--- src/rtl/prio_scan_encoder.sv ---
// prio_scan_encoder: captures an N-bit request vector and emits the index of
// every set bit, one per beat, in priority order, with valid/ready handshakes
// on both sides.
// Optional feature: define PRIO_SCAN_LAST_EN to add the out_last port, which
// marks the final beat of a vector.
module prio_scan_encoder #(
    parameter int unsigned N         = 8,
    parameter bit          MSB_FIRST = 1'b1,
    localparam int unsigned W        = $clog2(N)
) (
    input  logic         clk,
    input  logic         rst,
    input  logic         en,
    input  logic         in_valid,
    output logic         in_ready,
    input  logic [N-1:0] din,
    output logic         out_valid,
    input  logic         out_ready,
    output logic [W-1:0] dout,
`ifdef PRIO_SCAN_LAST_EN
    output logic         out_last,
`endif
    output logic         zero_flag
);

    typedef enum logic [0:0] {StIdle, StScan} state_e;

    state_e         state_q, state_d;
    logic [N-1:0]   pend_q, pend_d;
    logic           zero_q, zero_d;

    logic [W-1:0]   sel_idx;
    logic [N-1:0]   pend_clr;
    logic           capture;

    // Priority select over the registered pending vector; the last hit wins.
    always_comb begin
        sel_idx = '0;
        if (MSB_FIRST) begin
            for (int i = 0; i < int'(N); i++) begin
                if (pend_q[i]) sel_idx = W'(i);
            end
        end else begin
            for (int i = int'(N) - 1; i >= 0; i--) begin
                if (pend_q[i]) sel_idx = W'(i);
            end
        end
    end

    // Pending vector with the currently presented bit retired.
    always_comb begin
        pend_clr = pend_q & ~(N'(1) << sel_idx);
    end

    // Handshake outputs; in_ready is held low while reset is asserted.
    always_comb begin
        in_ready  = (state_q == StIdle) && !rst;
        out_valid = (state_q == StScan);
        dout      = sel_idx;
        zero_flag = zero_q;
        capture   = en && in_valid && in_ready;
    end

`ifdef PRIO_SCAN_LAST_EN
    // Final beat: exactly one pending bit remains.
    always_comb begin
        out_last = out_valid && (pend_q != '0) && ((pend_q & (pend_q - N'(1))) == '0);
    end
`endif

    // Next-state logic: capture in idle, retire one bit per accepted beat.
    always_comb begin
        state_d = state_q;
        pend_d  = pend_q;
        zero_d  = 1'b0;
        unique case (state_q)
            StIdle: begin
                if (capture) begin
                    pend_d = din;
                    if (din != '0) begin
                        state_d = StScan;
                    end else begin
                        zero_d = 1'b1;
                    end
                end
            end
            StScan: begin
                if (out_ready) begin
                    pend_d = pend_clr;
                    if (pend_clr == '0) state_d = StIdle;
                end
            end
            default: begin
                state_d = StIdle;
                pend_d  = '0;
            end
        endcase
    end

    // State registers with synchronous reset.
    always_ff @(posedge clk) begin
        if (rst) begin
            state_q <= StIdle;
            pend_q  <= '0;
            zero_q  <= 1'b0;
        end else begin
            state_q <= state_d;
            pend_q  <= pend_d;
            zero_q  <= zero_d;
        end
    end

endmodule
--- config.mk ---
export PLATFORM = sky130hd
export DESIGN_NAME = prio_scan_encoder
export DESIGN_NICKNAME = d
export VERILOG_FILES = /design/src/rtl/prio_scan_encoder.sv
export SDC_FILE = /design/constraint.sdc
export NUM_CORES = 1
export LEC_CHECK = 0
export BUFFER_PORTS_ARGS = -buffer_cell sky130_fd_sc_hd__buf_2
export CELL_PAD_IN_SITES_DETAIL_PLACEMENT = 1
export CELL_PAD_IN_SITES_GLOBAL_PLACEMENT = 2
export CORE_MARGIN = 1
export CORE_UTILIZATION = 24
export CTS_CLUSTER_SIZE = 10
export DETAILED_ROUTE_END_ITERATION = 8
export GPL_TIMING_DRIVEN = 0
export PLACE_DENSITY_LB_ADDON = 0.25
export SYNTH_ARGS = -nofsm -noshare
export SYNTH_HDL_FRONTEND = slang
export SYNTH_SLANG_ARGS = --single-unit
export TNS_END_PERCENT = 5
--- constraint.sdc ---
create_clock -name clk -period 1.7 [get_ports clk]
set_clock_uncertainty 0.15 [all_clocks]
set_input_delay 0 -clock clk [delete_from_list [all_inputs] [get_ports clk]]
set_output_delay 0 -clock clk [all_outputs]
set_load 0.05 [all_outputs]
; Yosys cells after proc, flatten, opt, wreduce, memory -nomap -nowiden
; Index checks and enable logic that the tools add are counted.
[word_totals]
register_bits = 10
in_bits = 13
out_inout_bits = 6
wordCells = 34
[classes]
eq_ne = 2
shifts = 1
mux = 16
bitwise = 4
reduce_logical = 8
[ops]
columns = operator, n
row1 = $mux 8, 2
row2 = $pmux 8 s2, 1
row3 = $mux 3, 5
row4 = $and 8x8->8, 1
row5 = $logic_not 8->1, 1
row6 = $not 8->8, 1
row7 = $reduce_bool 8->1, 1
row8 = $shl 1x3->8 const A, 1
row9 = $mux 1, 6
row10 = $ne 2x2->1 const B, 2
row11 = $logic_and 1x1->1, 3
row12 = $reduce_or 3->1, 1
row13 = $mux 2, 1
row14 = $not 1->1, 2
row15 = $pmux 1 s2, 1
row16 = $reduce_and 2->1, 1
row17 = $logic_not 1->1, 1

; Logic depth before layout (Yosys ltp)
; Gate-level depths: netlist of run 1.
[depth]
word_depth = 14
ltp_mapped = 5
ltp_nobuf = 4

; Worst setup path before layout of run 1
; OpenSTA, ideal clock, no wires.
[synth_timing]
path_kind = register to register
start = register pend_q[7]
end = register pend_q[0]
setup_ns = 0.117
t_arrival_ns = 1.720
path_slack_ns = -0.288
stages_incl_launch_ff = 6
cell_sequence = dfxtp_1 -> or4_1 -> buf_2 -> or4_4 -> a21oi_2 -> o21ai_1
[synth_between]
elab_chain_cells = 6
[synth_rtl]
columns = element, line
row1 = "start, declared", 29  ; logic [N-1:0] pend_q, pend_d;
row2 = "start signal, assigned", 108  ; pend_q <= pend_d;
row3 = $mux 3, 41  ; if (pend_q[i]) sel_idx = W'(i);
row4 = named net dout[2], 19  ; output logic [W-1:0] dout,
row5 = $shl 1x3->8, 52  ; pend_clr = pend_q & ~(N'(1) << sel_idx);
row6 = $not 8->8, 52
row7 = $and 8x8->8, 52
row8 = $mux 8, 88  ; if (out_ready) begin
row9 = $pmux 8 s2, 76  ; unique case (state_q)
; The timed path passes the listed nets, and every way through them passes these cells. The select of a mux whose other input is x is not followed.
; A chain may end at the register's enable or synchronous reset.

; Final worst setup path of run 1
[layout_timing]
start = register pend_q[4]
end = register pend_q[0]
[layout_between]
elab_chain_cells = 9
[layout_rtl]
columns = element, line
row1 = $mux 3 (4 in a row), 41
row2 = $shl 1x3->8, 52
row3 = $not 8->8, 52
row4 = $and 8x8->8, 52
row5 = $mux 8, 88
row6 = $pmux 8 s2, 76
; Every way passes these cells. The select of a mux whose other input is x is not followed.

==> results of run 1 <==
## registers in the layout, indices dropped and copies added (netlist names)
signal / flops
pend_q: 8
out_valid: 1
zero_flag: 1
## power by group through the flow
| stage | clock [mW] | combinational (mW) | sequential, mW |
|---|---|---|---|
| after floorplan | 0 | 0.101 | 0.259 |
| after CTS | 0.172 | 0.160 | 0.253 |
| final | 0.160 | 0.166 | 0.254 |
| after global placement | 0 | 0.141 | 0.260 |
| after detailed placement | 0 | 0.143 | 0.260 |
| after global routing | 0.192 | 0.177 | 0.255 |
## repair_timing
action	CTS	global route
pin swaps	0	1
hold buffers	10	0
gates resized for setup	3	3
hold endpoints to repair	10	0
endpoints found under the setup margin	8	8
buffers inserted	1	1
## critical path: cells and delay by family, from the launching register on
| family | cells | cell delay [ps] |
|---|---|---|
| and+or+nand+nor | 2 | 1040 |
| AOI/OAI and AO/OA | 2 | 210 |
| DFF | 1 | 340 |
## logic make-up after synthesis
group,synth area share [%]
AOI/OAI and AO/OA,34.8
buffers and inverters,6.58
DFF,34.0
and+or+nand+nor,24.6
## layout by cell type, fill, tap and decap left out
master / synthesis / routed
buf_2: 1 / 18
a21oi_1: 10 / 10
dlygate4sd3_1: 0 / 10
nand2_1: 9 / 9
o21ai_0: 7 / 7
dfxtp_1: 10 / 7
nor2_1: 4 / 4
clkbuf_4: 1 / 4
nand2b_1: 2 / 2
o21bai_1: 2 / 2
or4_4: 1 / 2
buf_6: 2 / 2
o21ai_1: 2 / 2
and2_2: 2 / 2
o31a_2: 2 / 2
nor4_1: 2 / 2
dfxtp_2: 0 / 2
buf_4: 0 / 2
inv_1: 1 / 1
o31ai_1: 1 / 1
nor4bb_4: 0 / 1
o31a_1: 1 / 1
a21oi_2: 1 / 1
or2b_1: 1 / 1
nor2b_1: 1 / 1
a21boi_0: 1 / 1
o21ai_2: 1 / 1
a211o_2: 1 / 1
a21o_1: 1 / 1
a41oi_1: 1 / 1
nand3b_1: 1 / 1
and3_1: 1 / 1
a211oi_1: 1 / 1
dfxtp_4: 0 / 1
## layer usage
metal,up-vias,track usage (%),part of all wire [%]
met4,0,8.11,0.92
met1,307,21.0,49
met5,-,0,0
met2,11,25.1,48
li1,335,-,-
met3,2,2.63,1.9
## worst max-delay path by stage
stage / to / startpoint / cells after the start / slack [ps]
4_1_cts: out_valid / pend_q[6] / 4 / -160
2_1_floorplan: pend_q[0] / pend_q[6] / 5 / -210
3_3_place_gp: pend_q[4] / out_valid / 4 / -250
5_1_grt: out_valid / pend_q[4] / 4 / -210
6_report: pend_q[0] / pend_q[4] / 4 / -150
3_5_place_dp: out_valid / pend_q[6] / 5 / -250
## cell type report
type	count	area (sq um)
Buffer	3	30.0
Sequential cell	10	206
Multi-Input combinational cell	58	369
Clock buffer	3	22.5
Tap cell	28	35.0
Timing Repair Buffer	30	205
Fill cell	311	1380
Inverter	1	3.75
==> results.cfg, run 1 <==
[global_route]
grt_usage_pct = 16.0
antenna_found_initial = 0
grt_start_max_net_pins = 11
grt_overflow = 0
grt_pass1_vias = 622
grt_pass1_wl_um = 3060

[run]
drv_cap = 0

[yosys]
ys_types = 31
synth_seq_area_share_pct = 34.0
synth_area_sq_um = 589
ys_async_sr_fraction_pct = 0
synth-edff-count = 0
ys_ff_latch = 10
avgSynthCellArea_sq_um = 8.07
ys.flop_type = dfxtp_1
yosysTopAreaCell = dfxtp_1
yosys-top-cells-area = dfxtp_1, a21oi_1, o21ai_0
yosys_warnings = 0
synthCells = 73
synth_top_area_share_pct = 34.0
synthTopCellsByCount = a21oi_1, dfxtp_1, nand2_1
synth_nets = 86

[setup_path]
r2r_end = pend_q[0]
crit_top_cell = or4_4
r2r_start = pend_q[4]
slowest_stage = or4_4
critPathCaptureType = flop
cp_max_fo = 6
slowest_delay_ps = 580
r2r_cells = 4
crit_type = reg2reg
start_kind = flop
rrSetupSlack_ps = -150
crit_chain = or4_4, or4_4, a21oi_2, o21ai_1
critPathRequiredTime_ps = 1700
worst_ep_arrival_time_ps = 1850

[worst_hold_path]
worstHoldStart = rst
hp-class = in2reg
min_to = pend_q[6]
hold_path_depth = 5

[floorplan]
rows = 17
ios = 19
initial_core_util_pct = 26.1
die_x_um = 51.6
coreArea_sq_um = 2250
die_area_sq_um = 2660
die_h_um = 51.6

[sta]
holdWs_ps = 45.7
setup_ws_ps = -150
layout_min_cycle_time_ps = 1850
hold_violations = 0
min_period_over_period_pct = 109
setup_tns_ps = -294
max_slew.worst_pin.slew_ps = 562
slew_headroom_pct = 62.6
max_freq_mhz = 541
finalMaxSlewViolations = 0
setup_viol = 2
grt_setup_unrepaired = yes

[run_status]
outcome = complete, but fails checks
failed_checks = setup timing

[cts]
clk_pin_slew_ps = 70
clockRootBuffer = clkbuf_4
numCtsBuffers = 3
cts_max_level = 1
clock-sinks = 10
cts_buffer_depth = 2
clock_latency_ps = 260
cts_tree = built

[placement]
gp_congestion = 0.683
io_buffers = 18
dp.final_hpwl_um = 1290
pre_cts_ws_ps = -248
post_dp_cell_area_sq_um = 722
dp.cells = 119

[route]
via_per_inst = 4.92
drc = 0
routedWlPerCell_um = 13.9
ant_nets = 0
drtIter0Drc = 5
totalWireLength_um = 1850
dr.pass1.iters = 4
vias = 655

[final_layout]
nets = 120
finish.utilization_pct = 38.7
area_growth_pct = 48.0
fin_area_sq_um = 872
final_cells = 133
drive_gt1_share_pct = 37.1
antenna_cells = 0

[pwr]
finalPower_mw = 0.580
seqPwrFrac_pct = 43.7
max-vdd-ir-drop_v = 0.000252
p_int_mw = 0.396
pwr-share-comb_pct = 28.6
p_sw_mw = 0.184
switching_share_pct = 31.7
pwr-share-clk_pct = 27.6
powerDensity_nw_per_um2 = 665
leakagePower_nw = 0.350
Power figures use the tool's default switching activity.
==> run 2: changes to the inputs <==
==> constraint.sdc (replaced) <==
create_clock -name clk -period 1.7 [get_ports clk]
set_clock_uncertainty 0.15 [all_clocks]
set_input_delay 0.34 -clock clk [delete_from_list [all_inputs] [get_ports clk]]
set_output_delay 0.34 -clock clk [all_outputs]
set_load 0.05 [all_outputs]
==> run 2 against run 1 <==
Compared with the run above:
- the run still ends with setup timing left
- worst setup slack worse by 13 ps
- clock power is 41% higher
- sequential cell count stayed put
- count of clock-buffer cells in the layout is 1 higher
- critical endpoint is now dout[2]
- highest routed layer unchanged
==> results.cfg, run 2 (synthesis gave the netlist of run 1 again) <==
[run_status]
outcome = complete, but fails checks
failed_checks = setup timing

[setup_path]
critPathCaptureType = output port
start_kind = flop
critPathRequiredTime_ps = 1210
r2r_start = pend_q[4]
critical_path_buf_inv_count = 1
worst_ep_arrival_time_ps = 1370
crit_type = reg2out
cp_max_fo = 5
rrSetupSlack_ps = -140
slowest_delay_ps = 580
crit_chain = or4_4, buf_8
r2r_cells = 4
r2r_end = pend_q[0]
slowest_stage = or4_4
crit_family = simple AND/OR/NAND/NOR gates

[floorplan]
die_x_um = 51.6
die_area_sq_um = 2660
die_h_um = 51.6
coreArea_sq_um = 2250
ios = 19
initial_core_util_pct = 26.1
rows = 17

[global_route]
grt_pass1_vias = 640
grt_start_max_net_pins = 11
grt_pass1_wl_um = 3090
grt_usage_pct = 16.2
antenna_found_initial = 0
grt_overflow = 0

[placement]
gp_congestion = 0.684
pre_cts_ws_ps = -242
io_buffers = 18
post_dp_cell_area_sq_um = 727
dp.final_hpwl_um = 1250
dp.cells = 119

[final_layout]
seqCellArea_sq_um = 211
drive_gt1_share_pct = 47.4
nFillCells = 308
finish.utilization_pct = 37.3
nets = 111
final_cell_mix = buf_2, a21oi_1, nand2_1
area_growth_pct = 42.9
largest_reg_flops = 8
fin_area_sq_um = 842
final_cells = 125
multi_input_area_sq_um = 394
antenna_cells = 0
final_common_cell = buf_2
top_register = pend_q

[worst_hold_path]
worstHoldStart = din[7]
hold_path_depth = 3
min_to = pend_q[7]
hp-class = in2reg

[cts]
numCtsBuffers = 3
clk_pin_slew_ps = 80
clockRootBuffer = clkbuf_4
cts_buffer_depth = 2
cts_max_level = 1
cts_tree = built
clock_latency_ps = 270
clock-sinks = 10

[sta]
max_slew.worst_pin.slew_ps = 400
layout_min_cycle_time_ps = 1860
finalMaxSlewViolations = 0
setup_ws_ps = -163
min_period_over_period_pct = 110
grt_setup_unrepaired = yes
slew_headroom_pct = 73.1
max_freq_mhz = 537
setup_viol = 6
hold_violations = 0

[route]
totalWireLength_um = 1750
via_per_inst = 5.06
drc = 0
drtIter0Drc = 6
dr.pass1.iters = 2
vias = 632
routedWlPerCell_um = 14.0
ant_nets = 0

[pwr]
max-vdd-ir-drop_v = 0.000394
leakagePower_nw = 0.334
powerDensity_nw_per_um2 = 770
finalPower_mw = 0.648

[run]
drv_cap = 0
## run 2: cell types whose count changed in the layout (fill, tap and decap cells not counted), moves of 2 or more
cell,change
dlygate4sd3_1,-10
buf_2,-3
buf_4,+2
dfxtp_1,-2
## run 2: area by class of cell
class / instances / share of cell area (%)
timing repair buffer: 21 / 15.6
multi-input combinational: 58 / 46.8
inverter: 1 / 0.446
clock buffer: 4 / 4.31
buffer: 3 / 3.57
tap: 28 / 4.16
sequential: 10 / 25.1
## run 2: routing by layer
layer  vias up  share of wire [%]  track usage [%]
li1        319                  -                -
met5         -                  0                0
met1       296                 47             20.9
met3         4                3.5             2.92
met4         0                2.6             10.8
met2        13                 46             24.5
## run 2: how the worst max path moves through the flow
stage                      to       from  depth (start not counted)  slack (ps)
finish                dout[2]  pend_q[4]                          2        -160
detailed placement  pend_q[5]        rst                          5        -240
CTS                   dout[2]  pend_q[4]                          2        -170
floorplan           pend_q[0]  pend_q[6]                          5        -210
global route        pend_q[0]  pend_q[4]                          4        -230
global placement    pend_q[4]        rst                          5        -350
## run 2: metrics by stage
step | hold WS (ps) | TNS, ps
after detailed placement | 376 | -1770
after floorplan | 299 | -1010
after global routing | 160 | -1030
after global placement | 372 | -2530
final | 156 | -589
after CTS | 151 | -645
## run 2: report_power, final
part / internal [mW] / switching (mW) / leakage [nW] / total [mW]
Combinational: 0.0735 / 0.0956 / 0.229 / 0.169
Sequential: 0.241 / 0.0127 / 0.0842 / 0.253
Clock: 0.130 / 0.0956 / 0.0210 / 0.226
## run 2: repair_timing
item,CTS,global route
gates resized for setup,15,5
buffers inserted,3,0
pin swaps,2,0
endpoints found under the setup margin,11,11
hold buffers,0,0
## run 2: worst register-to-register path, delay by kind of cell (launching register included)
family,cells,cell delay [ps]
simple gates,2,1040
compound gates,2,200
flops,1,340
